==> config.mk <==
export PLATFORM = sky130hd
export DESIGN_NAME = button_conditioner
export DESIGN_NICKNAME = d
export VERILOG_FILES = /design/src/rtl/btn_pkg.sv /design/src/rtl/btn_channel.sv /design/src/rtl/button_conditioner.sv
export SDC_FILE = /design/constraint.sdc
export NUM_CORES = 1
export LEC_CHECK = 0
export ABC_AREA = 1
export BUFFER_PORTS_ARGS = -buffer_cell sky130_fd_sc_hd__buf_2
export CORE_AREA = 2 2 213 163
export CTS_BUF_LIST = sky130_fd_sc_hd__clkbuf_8
export DETAILED_ROUTE_END_ITERATION = 6
export DIE_AREA = 0 0 215 165
export GPL_TIMING_DRIVEN = 0
export PLACE_DENSITY_LB_ADDON = 0.12
export SLEW_MARGIN = 20
export SYNTH_ARGS = -nofsm -noshare
export SYNTH_HDL_FRONTEND = slang
export SYNTH_SLANG_ARGS = --single-unit
==> constraint.sdc <==
create_clock -name Clk -period 4.9 [get_ports Clk]
set_input_delay 0.735 -clock Clk [delete_from_list [all_inputs] [get_ports Clk]]
set_output_delay 0.735 -clock Clk [all_outputs]
set_load 0.1 [all_outputs]
==> src/rtl/btn_pkg.sv <==
// Shared definitions for the push-button conditioning chain: repeat FSM
// encoding and default timing derived from the 100 MHz system clock.
`timescale 1ns/1ps
package btn_pkg;

  localparam int CLK_HZ              = 100000000;
  localparam int DEF_DEBOUNCE_CYCLES = CLK_HZ / 100;
  localparam int DEF_REPEAT_DELAY    = CLK_HZ / 2;
  localparam int DEF_REPEAT_RATE     = CLK_HZ / 10;

  typedef enum logic [1:0] {
    IDLE   = 2'd0,
    DELAY  = 2'd1,
    REPEAT = 2'd2,
    HOLD   = 2'd3
  } rpt_state_e;

  // One spare bit above the largest count so the counter can never wrap.
  function automatic int cnt_width(input int limit);
    return $clog2(limit) + 1;
  endfunction

endpackage

==> src/rtl/btn_channel.sv <==
// One button channel: two-flop synchroniser, debouncer with glitch
// rejection, and the auto-repeat FSM that produces count strobes.
`timescale 1ns/1ps
module btn_channel
  import btn_pkg::*;
#(
  parameter int ACTIVE_LOW      = 1,
  parameter int DEBOUNCE_CYCLES = DEF_DEBOUNCE_CYCLES,
  parameter int REPEAT_DELAY    = DEF_REPEAT_DELAY,
  parameter int REPEAT_RATE     = DEF_REPEAT_RATE
) (
  input  logic clk,
  input  logic rst_n,
  input  logic btn_raw,
  input  logic repeat_en,
  output logic level,
  output logic press,
  output logic btn_release,
  output logic btn_event
);

  localparam int DBW     = cnt_width(DEBOUNCE_CYCLES);
  localparam int RPT_MAX = (REPEAT_DELAY > REPEAT_RATE) ? REPEAT_DELAY : REPEAT_RATE;
  localparam int RPW     = cnt_width(RPT_MAX);

  localparam logic [DBW-1:0] DB_LAST    = DBW'(DEBOUNCE_CYCLES - 1);
  localparam logic [RPW-1:0] DELAY_LAST = RPW'(REPEAT_DELAY - 1);
  localparam logic [RPW-1:0] RATE_LAST  = RPW'(REPEAT_RATE - 1);
  localparam logic           INACTIVE   = (ACTIVE_LOW != 0);

  logic           sync1_q, sync1_d;
  logic           sync2_q, sync2_d;
  logic [DBW-1:0] db_cnt_q, db_cnt_d;
  logic           level_q, level_d;
  logic           press_q, press_d;
  logic           release_q, release_d;
  logic           rep_q, rep_d;
  logic [RPW-1:0] rcnt_q, rcnt_d;
  rpt_state_e     state_q, state_d;

  logic pressed;
  logic mismatch;
  logic db_done;

  always_ff @(posedge clk or negedge rst_n) begin
    if (!rst_n) begin
      sync1_q   <= INACTIVE;
      sync2_q   <= INACTIVE;
      db_cnt_q  <= '0;
      level_q   <= 1'b0;
      press_q   <= 1'b0;
      release_q <= 1'b0;
      rep_q     <= 1'b0;
      rcnt_q    <= '0;
      state_q   <= IDLE;
    end else begin
      sync1_q   <= sync1_d;
      sync2_q   <= sync2_d;
      db_cnt_q  <= db_cnt_d;
      level_q   <= level_d;
      press_q   <= press_d;
      release_q <= release_d;
      rep_q     <= rep_d;
      rcnt_q    <= rcnt_d;
      state_q   <= state_d;
    end
  end

  // Any cycle where the sample agrees with the accepted level restarts the count.
  always_comb begin
    sync1_d   = btn_raw;
    sync2_d   = sync1_q;
    pressed   = sync2_q ^ INACTIVE;
    mismatch  = (pressed != level_q);
    db_done   = mismatch && (db_cnt_q == DB_LAST);
    db_cnt_d  = (!mismatch || db_done) ? '0 : db_cnt_q + DBW'(1);
    level_d   = db_done ? ~level_q : level_q;
    press_d   = db_done && !level_q;
    release_d = db_done && level_q;
  end

  // Release takes priority over a due repeat so no strobe accompanies it.
  always_comb begin
    state_d = state_q;
    rcnt_d  = rcnt_q;
    rep_d   = 1'b0;
    case (state_q)
      IDLE: begin
        if (press_d) begin
          state_d = repeat_en ? DELAY : HOLD;
          rcnt_d  = '0;
        end
      end
      DELAY, REPEAT: begin
        if (release_d) begin
          state_d = IDLE;
          rcnt_d  = '0;
        end else if (!repeat_en) begin
          state_d = HOLD;
          rcnt_d  = '0;
        end else if (rcnt_q == ((state_q == DELAY) ? DELAY_LAST : RATE_LAST)) begin
          state_d = REPEAT;
          rcnt_d  = '0;
          rep_d   = 1'b1;
        end else begin
          rcnt_d  = rcnt_q + RPW'(1);
        end
      end
      HOLD: begin
        if (release_d) begin
          state_d = IDLE;
        end
      end
      default: begin
        state_d = IDLE;
        rcnt_d  = '0;
      end
    endcase
  end

  assign level       = level_q;
  assign press       = press_q;
  assign btn_release = release_q;
  assign btn_event   = press_q | rep_q;

endmodule

==> src/rtl/button_conditioner.sv <==
// Conditions the raw push-button pins into clean levels, edge pulses and
// auto-repeat count strobes; one independent channel per button.
`timescale 1ns/1ps
module button_conditioner
  import btn_pkg::*;
#(
  parameter int N_BTN           = 5,
  parameter int ACTIVE_LOW      = 1,
  parameter int DEBOUNCE_CYCLES = DEF_DEBOUNCE_CYCLES,
  parameter int REPEAT_DELAY    = DEF_REPEAT_DELAY,
  parameter int REPEAT_RATE     = DEF_REPEAT_RATE
) (
  input  logic             Clk,
  input  logic             Reset,
  input  logic [N_BTN-1:0] Btn_Raw,
  input  logic [N_BTN-1:0] Repeat_En,
  output logic [N_BTN-1:0] Btn_Level,
  output logic [N_BTN-1:0] Btn_Press,
  output logic [N_BTN-1:0] Btn_Release,
  output logic [N_BTN-1:0] Btn_Event
);

  for (genvar i = 0; i < N_BTN; i++) begin : g_chan
    btn_channel #(
      .ACTIVE_LOW      (ACTIVE_LOW),
      .DEBOUNCE_CYCLES (DEBOUNCE_CYCLES),
      .REPEAT_DELAY    (REPEAT_DELAY),
      .REPEAT_RATE     (REPEAT_RATE)
    ) u_chan (
      .clk         (Clk),
      .rst_n       (Reset),
      .btn_raw     (Btn_Raw[i]),
      .repeat_en   (Repeat_En[i]),
      .level       (Btn_Level[i]),
      .press       (Btn_Press[i]),
      .btn_release (Btn_Release[i]),
      .btn_event   (Btn_Event[i])
    );
  end

endmodule
==> impl_metrics.yaml <==
clock_tree:
  post_cts_resized: 0
  cts.sinks: 280
  cts_buffer_depth: 3
  post_cts_buffers: 0
  cts.clk_slew.worst_paths_ns: 0.07
  cts_max_level: 2
  cts_tree: "done"
  clk_latency_ns: 0.59
  cts_buffers: 48
  cts_root_buffer: "clkbuf_8"
  cts_hold_buf: 1
timing:
  slew_violations: 0
  setup_ws_ns: 2.512
  period_minus_slack_ns: 2.388
  period_share_pct: 48.74
  fin_skew_ns: 0.02636
  tightest_slew_ns: 0.7376
  hold_violations: 0
  tns_ns: 0
  fmax_mhz: 418.7
  setup_violations: 0
  rsz0062_at_grt: "false"
  relSlewSlack_pct: 50.45
global_routing:
  grt_max_degree: 99
  grt_use_met2_pct: 36.55
  grt_util_all_layers_pct: 24.76
  grt_util_met3_pct: 3.812
  grt_pass1_wl_mm: 73.61
  busiest_layer: "met1"
  antenna_found_initial: 0
  use_met1_pct: 38.07
  grt_pass1_vias: 15220
  overflow: 0
routing:
  routed_via_density: 5.175
  vias: 16600
  drc: 0
  routed_wl_mm: 42.99
  wire_per_inst_um: 13.40
  antenna_left: 0
  drt_iter0_markers: 1436
  first_pass_iters: 5
yosys:
  async_reset_ff_share_pct: 100.0
  syn_inst: 2636
  ys_types: 40
  syn_avg_cell_area_um2: 6.893
  yosys_warnings: 0
  yosysSeqAreaShare_pct: 38.63
  synth_edf_count: 0
  ys_ff_latch: 280
  syn_area_um2: 18170
  ys.flop_type: "dfrtp_1"
  syn_nets: 2678
floorplanning:
  core_area_um2: 33240
  die_h_um: 165
  num_io_pins: 32
  row_count: 58
  dieWidth_um: 215
  start_util_pct: 54.67
  die_area_um2: 35480
setup_path:
  crit_type: "flip-flop to output port"
  crit_buf_inv: 2
  cp-start-kind: "flip-flop"
  r2r-start: "g_chan[2].u_chan.state_q[0]"
  cpPeakStageDelay_ns: 0.46
  required_ns: 4.16
  slowest_stage: "dfrtp_1"
  reg2reg_slack_ns: 2.72
  end_kind: "output port"
  crit_path_cell_trace: "buf_4 -> buf_2"
  cp_top_family: "buffers and inverters"
  critPathLaunch: "g_chan[0].u_chan.level"
  cp.arrival_ns: 1.65
  crit_fanout: 6
min_path:
  min_from: "Btn_Raw[3]"
  worstHoldPathType: "primary input to flip-flop"
cells_and_area:
  n_antenna_cell: 0
  drive_gt1_share_pct: 10.37
  fin_nets: 2763
  final_cells: 3208
  fillers: 3155
  syn2layout_area_growth_pct: 10.53
  final_core_util_pct: 60.43
placement:
  dp.cells: 3120
  dpl.hpwl_mm: 31.62
  place_ws_ns: 2.752
  place_congestion: 0.9433
  port_buffers: 31
job:
  drv_cap: 0
pwr:
  power.density_nw_per_um2: 240.9
  peakVddDrop_v: 0.0002307
  p_leak_uw: 0.01050
outcome:
  outcome: "completed"
[per-layer routing]
metal	wire length, um	share of wire, %
met4	604	1.4
met5	0	0
met3	2740	6.4
met1	22080	51
met2	17570	41
[cell usage in the layout (no fill, tap or decap), drive strengths merged, types with 2 or more instances in the layout]
cell      synthesis  routed
nand2           856     856
nor2            440     440
inv             284     292
dfrtp           270     270
nand3           230     230
buf              72     106
nand4            95      95
xor2             80      80
clkbuf            6      66
nor3             65      65
o21ai            49      49
ha               30      30
a21oi            28      28
xnor2            28      28
or2              25      25
nand3b           23      23
nor3b            17      17
nor4             12      12
dfstp            10      10
clkinv            1       8
clkinvlp          0       7
bufinv            0       5
and3              4       4
and2              4       4
a31oi             3       3
o21bai            2       2
[final timing paths]
| check | depth (start not counted) | endpoint |
|---|---|---|
| max in group asynchronous | 4 | g_chan[2].u_chan.sync1_q |
| worst max-delay path | 2 | Btn_Level[0] |
| worst min register to register | 0 | g_chan[1].u_chan.sync2_q |
| worst max register to register | 10 | g_chan[2].u_chan.rcnt_q[20] |
| worst min-delay path | 1 | g_chan[3].u_chan.sync1_q |
| min in group asynchronous | 2 | g_chan[0].u_chan.rcnt_q[19] |
[stage by stage]
stage	hold slack (ns)	cell area [um2]	power, uW
3_3_place_gp	0.3460	18890	2494
4_1_cts	0.1967	20090	4920
5_1_grt	0.1990	20090	5047
6_report	0.2432	20090	4839
3_5_place_dp	0.3475	18980	2504
2_1_floorplan	0.3452	18170	2425
[cell type report]
type,instances,area [um2],area share (%)
inverters,285,1070,5.326
repair buffers,35,257.7,1.283
multi-input cells,1993,9557,47.58
clock buffers,60,825.8,4.111
flip-flops and latches,280,7019,34.95
plain buffers,78,525.5,2.616
clock inverters,27,267.8,1.333
well taps,450,563.0,2.803
[power breakdown]
| group | internal, uW | switching [uW] |
|---|---|---|
| clock | 1380 | 1000 |
| combinational | 29.8 | 83.5 |
| sequential | 2330 | 15.0 |
| total | 3740 | 1100 |
[registers in the layout (all words and copies together) (netlist names)]
register,count
g_chan.u_chan.rep_q,5
g_chan.u_chan.press,5
g_chan.u_chan.state_q,10
g_chan.u_chan.btn_release,5
g_chan.u_chan.db_cnt_q,105
g_chan.u_chan.sync2_q,5
g_chan.u_chan.sync1_q,5
g_chan.u_chan.level,5
g_chan.u_chan.rcnt_q,135
[worst register-to-register path: stages, from the launching register on]
cell and delay [ns]:
dfrtp_1 0.40, inv_1 0.08, ha_1 0.28, buf_2 0.21, nand2_1 0.07, inv_1 0.18
nand2_1 0.12, nor2_2 0.39, buf_6 0.21, nand3_1 0.10, nand2_1 0.07
[synth_stat cells, drive strengths merged (10+ instances only)]
master  number  share of area, %
nand2      856                18
nor3b       17              0.70
a21oi       28              0.77
nand3b      23              0.95
nand3      230               6.5
dfstp       10               1.4
nor3        65               1.8
inv        284               5.9
xnor2       28               1.3
nor2       440               9.8
ha          30               2.1
xor2        80               3.9
nor4        12              0.41
dfrtp      270                37
nand4       95               3.6
buf         72               2.8
o21ai       49               1.3
or2         25              0.86
[cell families (layout without fill, tap and decap cells)]
| kind of cell | count (synthesis) | count (layout) | synth area share (%) |
|---|---|---|---|
| AO/OA/AOI/OAI | 84 | 84 | 2.389 |
| XOR/XNOR | 108 | 108 | 5.206 |
| adder cells (fa/ha/maj) | 30 | 30 | 2.066 |
| buffers and inverters | 363 | 485 | 8.779 |
| flip-flops | 280 | 280 | 38.63 |
| AND/OR/NAND/NOR | 1771 | 1771 | 42.93 |
Power figures use the tool's default switching activity.
